File: src/rtl/pipelined_prefix_adder.sv
// Pipelined Ladner-Fischer prefix adder/subtractor with a valid/ready stream interface and a tag sideband.
// Optional signed saturation is compiled in when PIPELINED_PREFIX_ADDER_SAT_EN is defined.
module pipelined_prefix_adder #(
   parameter int WIDTH = 32,
   parameter int TAG_W = 4
) (
   input  logic             clk,
   input  logic             rst,
   input  logic             in_valid,
   output logic             in_ready,
   input  logic [WIDTH-1:0] a,
   input  logic [WIDTH-1:0] b,
   input  logic             c_in,
   input  logic             sub,
   input  logic             sat,
   input  logic [TAG_W-1:0] in_tag,
   output logic             out_valid,
   input  logic             out_ready,
   output logic [WIDTH-1:0] sum,
   output logic             c_out,
   output logic             ovf,
   output logic [TAG_W-1:0] out_tag
);

   localparam int K = $clog2(WIDTH);

   // Handshake: a stage moves only when the output register is empty or being drained.
   // in_ready = advance & !rst; a transfer happens on a rising edge where in_valid & in_ready.
   logic advance;
   assign advance  = !out_valid || out_ready;
   assign in_ready = advance && !rst;

   logic [K:0]       stg_valid;
   logic [WIDTH-1:0] stg_g   [0:K];
   logic [WIDTH-1:0] stg_p   [0:K];
   logic [WIDTH-1:0] stg_h   [0:K];
   logic [TAG_W-1:0] stg_tag [0:K];
   logic [K:0]       stg_cin;
   logic [K:0]       stg_a_msb;
   logic [K:0]       stg_b_msb;
`ifdef PIPELINED_PREFIX_ADDER_SAT_EN
   logic [K:0]       stg_sat;
`else
   logic             unused_sat;
   assign unused_sat = sat;
`endif

   logic [WIDTH-1:0] b_eff;
   logic [WIDTH-1:0] g0;
   logic [WIDTH-1:0] p0;
   logic             cin_eff;

   // Carry-in is folded into bit 0's generate so the prefix tree stays WIDTH bits wide.
   always_comb begin
      b_eff   = sub ? ~b : b;
      cin_eff = sub ? 1'b1 : c_in;
      p0      = a ^ b_eff;
      g0      = a & b_eff;
      g0[0]   = g0[0] | (p0[0] & cin_eff);
   end

   logic [WIDTH-1:0] lvl_g [1:K];
   logic [WIDTH-1:0] lvl_p [1:K];

   // Level k: bits in the upper half of each 2^k block absorb the top bit of the lower half.
   always_comb begin
      for (int k = 1; k <= K; k++) begin
         lvl_g[k] = stg_g[k-1];
         lvl_p[k] = stg_p[k-1];
         for (int i = 0; i < WIDTH; i++) begin
            if (((i >> (k - 1)) & 1) == 1) begin
               int j;
               j = ((i >> k) << k) + (1 << (k - 1)) - 1;
               lvl_g[k][i] = stg_g[k-1][i] | (stg_p[k-1][i] & stg_g[k-1][j]);
               lvl_p[k][i] = stg_p[k-1][i] & stg_p[k-1][j];
            end
         end
      end
   end

   logic [WIDTH-1:0] carry;
   logic [WIDTH-1:0] raw_sum;
   logic [WIDTH-1:0] fin_sum;
   logic             raw_cout;
   logic             raw_ovf;

   always_comb begin
      carry    = {stg_g[K][WIDTH-2:0], stg_cin[K]};
      raw_sum  = stg_h[K] ^ carry;
      raw_cout = stg_g[K][WIDTH-1];
      raw_ovf  = (stg_a_msb[K] == stg_b_msb[K]) && (raw_sum[WIDTH-1] != stg_a_msb[K]);
      fin_sum  = raw_sum;
`ifdef PIPELINED_PREFIX_ADDER_SAT_EN
      if (stg_sat[K] && raw_ovf)
         fin_sum = stg_a_msb[K] ? {1'b1, {(WIDTH-1){1'b0}}} : {1'b0, {(WIDTH-1){1'b1}}};
`endif
   end

   always_ff @(posedge clk) begin
      if (rst) begin
         stg_valid <= '0;
         out_valid <= 1'b0;
         sum       <= '0;
         c_out     <= 1'b0;
         ovf       <= 1'b0;
         out_tag   <= '0;
      end else if (advance) begin
         stg_valid <= {stg_valid[K-1:0], in_valid};
         out_valid <= stg_valid[K];
         if (stg_valid[K]) begin
            sum     <= fin_sum;
            c_out   <= raw_cout;
            ovf     <= raw_ovf;
            out_tag <= stg_tag[K];
         end
      end
   end

   // Datapath registers carry no reset; their contents only matter under a set valid bit.
   always_ff @(posedge clk) begin
      if (advance) begin
         stg_g[0]   <= g0;
         stg_p[0]   <= p0;
         stg_h[0]   <= p0;
         stg_tag[0] <= in_tag;
         for (int k = 1; k <= K; k++) begin
            stg_g[k]   <= lvl_g[k];
            stg_p[k]   <= lvl_p[k];
            stg_h[k]   <= stg_h[k-1];
            stg_tag[k] <= stg_tag[k-1];
         end
         stg_cin   <= {stg_cin[K-1:0], cin_eff};
         stg_a_msb <= {stg_a_msb[K-1:0], a[WIDTH-1]};
         stg_b_msb <= {stg_b_msb[K-1:0], b_eff[WIDTH-1]};
`ifdef PIPELINED_PREFIX_ADDER_SAT_EN
         stg_sat   <= {stg_sat[K-1:0], sat};
`endif
      end
   end

endmodule

File: config.mk
export PLATFORM = sky130hd
export DESIGN_NAME = pipelined_prefix_adder
export DESIGN_NICKNAME = d
export VERILOG_FILES = /design/src/rtl/pipelined_prefix_adder.sv
export SDC_FILE = /design/constraint.sdc
export NUM_CORES = 1
export LEC_CHECK = 0
export CAP_MARGIN = 20
export CORE_MARGIN = 3
export CORE_UTILIZATION = 35
export CTS_BUF_LIST = sky130_fd_sc_hd__clkbuf_16
export CTS_CLUSTER_SIZE = 25
export DETAILED_ROUTE_END_ITERATION = 12
export HOLD_SLACK_MARGIN = 0.03
export PLACE_DENSITY = 0.62
export SYNTH_ARGS = -nofsm -noshare
export SYNTH_HDL_FRONTEND = slang
export SYNTH_SLANG_ARGS = --single-unit
File: constraint.sdc
create_clock -name clk -period 11 [get_ports clk]
set_clock_uncertainty 0.2 [all_clocks]
set_input_delay 3.3 -clock clk [delete_from_list [all_inputs] [get_ports clk]]
set_output_delay 3.3 -clock clk [all_outputs]
set_load 0.02 [all_outputs]
==> summary.md, run 1 <==
| Metric | Value |
|---|---|
| Status | `finished, final reports clean` |
| Largest net degree at the start of global routing | `205` |
| Worst-path fanout max | `14` |
| Antenna Nets Post-Route | `0` |
| Synthesis Warnings | `0` |
| PortBufs | `113` |
| WP depth | `4` |
| Setup tns final | `0 ps` |
| Number of global-route vias before repair | `7829` |
| Pwr dens | `205.2 mW/mm^2` |
| Worst Path Arrival | `4770 ps` |
| Fin util | `42.65%` |
| Post-synthesis register bit count | `543` |
| First-pass GRT wire length | `41150 um` |
| Clock-pin slew on the worst setup and hold paths | `60 ps` |
| Metal2 WL | `12460 um` |
| Worst hold margin | `208.5 ps` |
| Nets | `1158` |
| Core area | `0.05182 sq mm` |
| Period utilisation layout | `75.15%` |
| Switching Share | `19.30%` |
| Die Outline Area | `0.05560 sq mm` |
| Synth area leader | `edfxtp_1` |
| R2R setup slack | `8230 ps` |
| Final Hold Vio Count | `0` |
| Initial DRC count | `504` |
| GRT overflow | `0` |
| Top Metal Used | `met4` |
| Largest cells by area after synthesis | `edfxtp_1 81%, dfxtp_1 4.9%, a21o_1 3.3%, ha_1 2.2%, and2_1 1.7%` |
| Leakage | `8.488 nW` |
| Syn Nets | `1009` |
| Vias after detailed routing | `7643` |
| Fin. max-slew vios | `0` |
| Max-cap violations | `0` |
| Most frequent cells in the layout | `498 x edfxtp_1, 111 x clkdlybuf4s50_1, 81 x a21o_1, 53 x clkbuf_16, 49 x and2_1` |
| Internal Pwr Total | `3.659 mW` |
| Combinational power share | `3.6%` |
| Io pins | `115` |
| Clock Sinks | `543` |
| Post-synth top area share | `80.91%` |
| Die X | `235.8 um` |
| TritonCTS Buffers | `53` |
| Slew margin rel. | `30.51%` |
| Per-cell routed wire length | `14.51 um` |
| Number of setup buffers added after CTS | `0` |
| Crit path to | `in_ready` |
| CP bufs+invs | `2` |
| HPWL after DPL | `14860 um` |
| CP Class | `in -> out` |
| CP peak stage delay | `570 ps` |
| H-Tree Depth | `2` |
| Mapped Area | `0.01848 sq mm` |
| Share of cells above drive strength 1 | `8.051%` |
| Fmax | `121.0 MHz` |
| Seq/Total Area, Yosys | `85.78%` |
| Antenna Cells | `0` |
| Vias/cell | `4.311` |
| Fin crit period | `8266 ps` |
| Critical path capture point type | `primary output` |
| Final GP Congestion | `0.7398` |
| Post-Syn Instances | `902` |
| Clk root buf | `clkbuf_16` |
| Setup violators final | `0` |
| Worst R2R Path Depth | `5` |
| Initial antenna violation count | `0` |
| Seq pwr share | `58.8%` |
| Switching pwr | `0.8750 mW` |
| Most used cell, CP | `clkdlybuf4s50_1` |
| Commonest non-fill, non-tap cell in the layout | `edfxtp_1` |
| Routed wl met3 | `1203 um` |
| Slowest stage cell on the critical path | `clkdlybuf4s50_1` |
| DRT Wirelength | `25730 um` |
| Post-layout power | `4.534 mW` |
| CTS tree | `built` |
| CP Data Required Time | `7500 ps` |
| Area Overhead vs Synth | `19.58%` |
| Clock share of power | `37.7%` |
| Worst r2r dst | `ovf$_SDFFE_PP0P_` |
| Hold Buf Count CTS | `0` |
| Initial Util | `35.67%` |
| Drt drc | `0` |
| CP delay by family, top | `buffers and inverters` |
| Synth Area per Inst | `20.49 sq um` |
| Die height | `235.8 um` |
| FF-to-FF Start | `out_valid$_SDFFE_PP0P_` |
| M1 WL | `11150 um` |
| Worst-margin pin slew | `1042 ps` |
| Worst path cell trace | `clkdlybuf4s50_1 > nor2b_4 > nor2_1 > clkdlybuf4s50_1` |
| Unrepaired setup endpoints after global routing | `false` |
| Post-CTS sizing | `0` |
| Hold crit path type | `reg -> reg` |
| Tot GR Track Use | `9.265%` |
| Yosys cell types | `24` |
| Clk buf depth | `3` |
| FP Rows | `83` |
| CP startpoint | `out_ready` |
| DRT Pass-1 Iters | `4` |
| Startpoint Class | `input port` |
| IR drop worst, VDD | `0.1146 mV` |
| Worst-Skew Late Latency | `580 ps` |
## layout make-up
class	count	area (sq um)
Fill cell	4420	29720
Sequential cell	543	15860
Inverter	2	15.01
Clock inverter	44	357.8
Timing Repair Buffer	119	1199
Tap cell	680	850.8
Multi-Input combinational cell	332	2497
Clock buffer	53	1326
## stage by stage
step | worst slack [ps] | std cells | cell area (sq um)
finish | 2734 | 1773 | 22100
global route | 2610 | 1773 | 22100
CTS | 2712 | 1772 | 22070
detailed placement | 2720 | 1675 | 20390
global placement | 2712 | 1675 | 20390
floorplan | 856.0 | 902 | 18480
## cells by family after synthesis
kind of cell	after synthesis	share of synthesized area, %
compound gates	164	6.025
fa+ha+maj	32	2.166
flops	543	85.78
simple gates	72	2.261
buf+inv	27	0.7311
xor+xnor	64	3.033
## worst min-delay path by stage
stage,from,endpoint,slack [ps],cells after the start
after global placement,stg_p[3][20]$_DFFE_PP_,stg_p[4][20]$_DFFE_PP_,200,0
final,stg_g[4][3]$_DFFE_PP_,stg_g[5][3]$_DFFE_PP_,210,0
after CTS,stg_h[4][24]$_DFFE_PP_,stg_h[5][24]$_DFFE_PP_,210,0
after floorplan,stg_a_msb[0]$_DFFE_PP_,stg_a_msb[1]$_DFFE_PP_,200,0
after global routing,stg_p[0][0]$_DFFE_PP_,stg_p[1][0]$_DFFE_PP_,220,0
after detailed placement,stg_a_msb[4]$_DFFE_PP_,stg_a_msb[5]$_DFFE_PP_,200,0
## state kept, by name, summed over array words and instances (netlist names)
| name | flops |
|---|---|
| stg_a_msb | 6 |
| stg_b_msb | 6 |
| ovf | 1 |
| stg_h | 138 |
| out_tag | 4 |
| stg_cin | 6 |
| stg_g | 192 |
| sum | 32 |
| stg_valid | 6 |
| out_valid | 1 |
| stg_p | 126 |
| stg_tag | 24 |
| c_out | 1 |
## metal layers
| layer | track usage [%] | vias to the layer above |
|---|---|---|
| met4 | 4.222 | 0 |
| met5 | 0 | - |
| met1 | 11.39 | 3670 |
| met2 | 15.25 | 129 |
| met3 | 2.619 | 52 |
| li1 | - | 3792 |
## synth_stat cells
cell and number:
ha_1 32, or3_1 1, a21oi_1 45, nor2_2 1, buf_4 3, a311oi_2 1
nand2_1 12, and2_1 49, nand3_1 6, o21ai_0 5, a211oi_1 32, dfxtp_1 45
clkbuf_1 8, xor2_1 32, xnor2_1 32, nor2b_4 1, buf_1 1, buf_2 12
buf_6 1, a21o_1 81, inv_2 2, nor2_1 1, or2_1 1, edfxtp_1 498
## power groups by stage
stage | clock, mW | combinational, mW | sequential [mW]
6_report | 1.71 | 0.161 | 2.67
5_1_grt | 1.86 | 0.184 | 2.70
4_1_cts | 1.78 | 0.166 | 2.67
3_5_place_dp | 0 | 0.164 | 2.71
3_3_place_gp | 0 | 0.163 | 2.70
2_1_floorplan | 0 | 0.113 | 2.67
No activity file was read; power rests on OpenSTA's default activity.
==> run 2: changes to the inputs <==
- clock period: 11 -> 8.48 ns (I/O delays scaled with it)
==> run 2 against run 1 <==
Against the previous run:
- global-route usage decreased by 0.16 points
- critical path depth did not move
- non-clock buffer count is 1 lower
- first-iteration DRC count is 4.6% higher
- wire length decreased by 2.0%
- sequential share of layout area up 0.061 points
- design area hardly changed
- count of clock-buffer cells in the layout decreased by 1
- critical path type unchanged
- sequential power grew 30%
- hold slack worse by 1.0 ps
- worst setup slack got worse by 980 ps
==> summary.md, run 2 (synthesis results as in run 1) <==
| Metric | Value |
|---|---|
| Biggest regs | `stg_g: 192 flops, stg_h: 138 flops, stg_p: 126 flops (unchanged)` |
| Worst slack at placement | `1750 ps (was 2720 ps)` |
| Final GP Congestion | `0.7587 (was 0.7398)` |
| Slew margin rel. | `34.10% (was 30.51%)` |
| Critical path capture point type | `primary output (unchanged)` |
| Share of cells above drive strength 1 | `7.699% (was 8.051%)` |
| FP Rows | `83 (unchanged)` |
| Die Outline Area | `0.05560 sq mm (unchanged)` |
| Hold Buf Count CTS | `0 (unchanged)` |
| Vias after detailed routing | `7677 (was 7643)` |
| Max reg flops | `192 (unchanged)` |
| Initial DRC count | `527 (was 504)` |
| Setup violators final | `0 (unchanged)` |
| Status | `finished, final reports clean (unchanged)` |
| CP Class | `in -> out (unchanged)` |
| HPWL after DPL | `14410 um (was 14860 um)` |
| Worst-path fanout max | `14 (unchanged)` |
| Most used cell, CP | `clkdlybuf4s50_1 (unchanged)` |
| Number of setup buffers added after CTS | `0 (unchanged)` |
| Drt drc | `0 (unchanged)` |
| Worst-margin pin slew | `988.5 ps (was 1042 ps)` |
| H-Tree Depth | `2 (unchanged)` |
| Tot GR Track Use | `9.101% (was 9.265%)` |
| Clock-pin slew on the worst setup and hold paths | `60 ps (about the same)` |
| Clk buf depth | `3 (unchanged)` |
| First-pass GRT wire length | `40600 um (was 41150 um)` |
| Commonest non-fill, non-tap cell in the layout | `edfxtp_1 (unchanged)` |
| Post-CTS sizing | `0 (unchanged)` |
| Initial antenna violation count | `0 (unchanged)` |
| Per-cell routed wire length | `14.24 um (was 14.51 um)` |
| Pwr dens | `266.9 mW/mm^2 (was 205.2 mW/mm^2)` |
| R2R setup slack | `5710 ps (was 8230 ps)` |
| Worst Path Arrival | `3980 ps (was 4770 ps)` |
| Clock Sinks | `543 (unchanged)` |
| Slowest stage cell on the critical path | `clkdlybuf4s50_1 (unchanged)` |
| Hold crit path type | `reg -> reg (unchanged)` |
| Setup ws final | `1752 ps (was 2734 ps)` |
| Initial Util | `35.67% (unchanged)` |
| Most flop-heavy register | `stg_g (unchanged)` |
| Die height | `235.8 um (unchanged)` |
| CP Data Required Time | `5740 ps (was 7500 ps)` |
| GRT overflow | `0 (unchanged)` |
| Leakage | `8.474 nW (was 8.488 nW)` |
| Io pins | `115 (unchanged)` |
| Number of global-route vias before repair | `7714 (was 7829)` |
| Fmax | `148.6 MHz` |
| CP peak stage delay | `560 ps (was 570 ps)` |
| Startpoint Class | `input port (unchanged)` |
| DRT Wirelength | `25210 um (was 25730 um)` |
| Vias/cell | `4.335 (was 4.311)` |
| Fin crit period | `6728 ps` |
| Antenna Cells | `0 (unchanged)` |
| Worst-Skew Late Latency | `580 ps (about the same)` |
| TritonCTS Buffers | `52 (was 53)` |
| Worst path cell trace | `clkdlybuf4s50_1 > nor2b_4 > nor2_1 > clkdlybuf4s50_1 (unchanged)` |
| Core area | `0.05182 sq mm (unchanged)` |
| Largest net degree at the start of global routing | `174 (was 205)` |
| Most frequent cells in the layout | `498 x edfxtp_1, 111 x clkdlybuf4s50_1, 81 x a21o_1, 52 x clkbuf_16, 49 x and2_1 (was 498 x edfxtp_1, 111 x clkdlybuf4s50_1, 81 x a21o_1, 53 x clkbuf_16, 49 x and2_1)` |
| Max-cap violations | `0 (unchanged)` |
| Clk root buf | `clkbuf_16 (unchanged)` |
| IR drop worst, VDD | `0.1456 mV (was 0.1146 mV)` |
| Fin. max-slew vios | `0 (unchanged)` |
| Nets | `1156 (was 1158)` |
| Period utilisation layout | `79.34%` |
| Area Overhead vs Synth | `19.48% (was 19.58%)` |
| Die X | `235.8 um (unchanged)` |
| CTS tree | `built (unchanged)` |
| Setup tns final | `0 ps (unchanged)` |
| Unrepaired setup endpoints after global routing | `false (unchanged)` |
| DRT Pass-1 Iters | `4 (unchanged)` |
| Antenna Nets Post-Route | `0 (unchanged)` |
| Final Hold Vio Count | `0 (unchanged)` |
| PortBufs | `113 (unchanged)` |
run 2: changes by cell type in the layout (fill, tap and decap cells not counted), moves of 2 or more:
cell | before | now
clkinv_1 | 9 | 13
clkinv_2 | 8 | 6
clkinvlp_4 | 3 | 1
inv_1 | 14 | 12
run 2: path summary, 6_finish.rpt:
kind / start / cells after the start / to
worst max register to register: out_valid$_SDFFE_PP0P_ / 5 / sum[5]$_SDFFE_PP0P_
worst min register to register: stg_h[3][22]$_DFFE_PP_ / 0 / stg_h[4][22]$_DFFE_PP_
worst max-delay path: out_ready / 4 / in_ready
worst min-delay path: stg_h[3][22]$_DFFE_PP_ / 0 / stg_h[4][22]$_DFFE_PP_
run 2: where the power goes:
part | switching [mW] | leakage (nW) | total (mW) | internal (mW)
Combinational | 0.0754 | 1.77 | 0.206 | 0.131
Clock | 0.930 | 0.863 | 2.23 | 1.30
Sequential | 0.129 | 5.84 | 3.46 | 3.33
Total | 1.14 | 8.47 | 5.89 | 4.76
run 2: final cells by class:
| class | instances | area, sq um |
|---|---|---|
| inverter | 2 | 15.01 |
| sequential | 543 | 15860 |
| timing repair buffer | 118 | 1184 |
| clock inverter | 44 | 379.1 |
| fill | 4456 | 29740 |
| clock buffer | 52 | 1301 |
| multi-input combinational | 332 | 2497 |
| tap | 680 | 850.8 |
run 2: per-stage QoR:
| stage | util, % | hold slack (ps) | power (mW) | instances | instance area [sq um] |
|---|---|---|---|---|---|
| 6_report | 42.62 | 207.4 | 5.893 | 1771 | 22080 |
| 5_1_grt | 42.62 | 217.8 | 6.153 | 1771 | 22080 |
| 4_1_cts | 42.62 | 213.3 | 5.987 | 1771 | 22080 |
| 3_5_place_dp | 39.37 | 204.5 | 3.730 | 1675 | 20400 |
| 3_3_place_gp | 39.37 | 200.1 | 3.714 | 1675 | 20400 |
| 2_1_floorplan | - | 200.3 | 3.609 | 902 | 18490 |
run 2: per-layer routing:
layer	vias up	track usage, %	part of all wire (%)
met5	-	0	0
met4	0	5.070	4.2
met3	58	2.409	5.0
met2	132	14.40	47
met1	3699	11.41	44
li1	3788	-	-
run 2: critical path: cells and delay by family:
family	cells	cell delay (ps)
buffers and inverters	2	1000
AND/OR/NAND/NOR	2	440
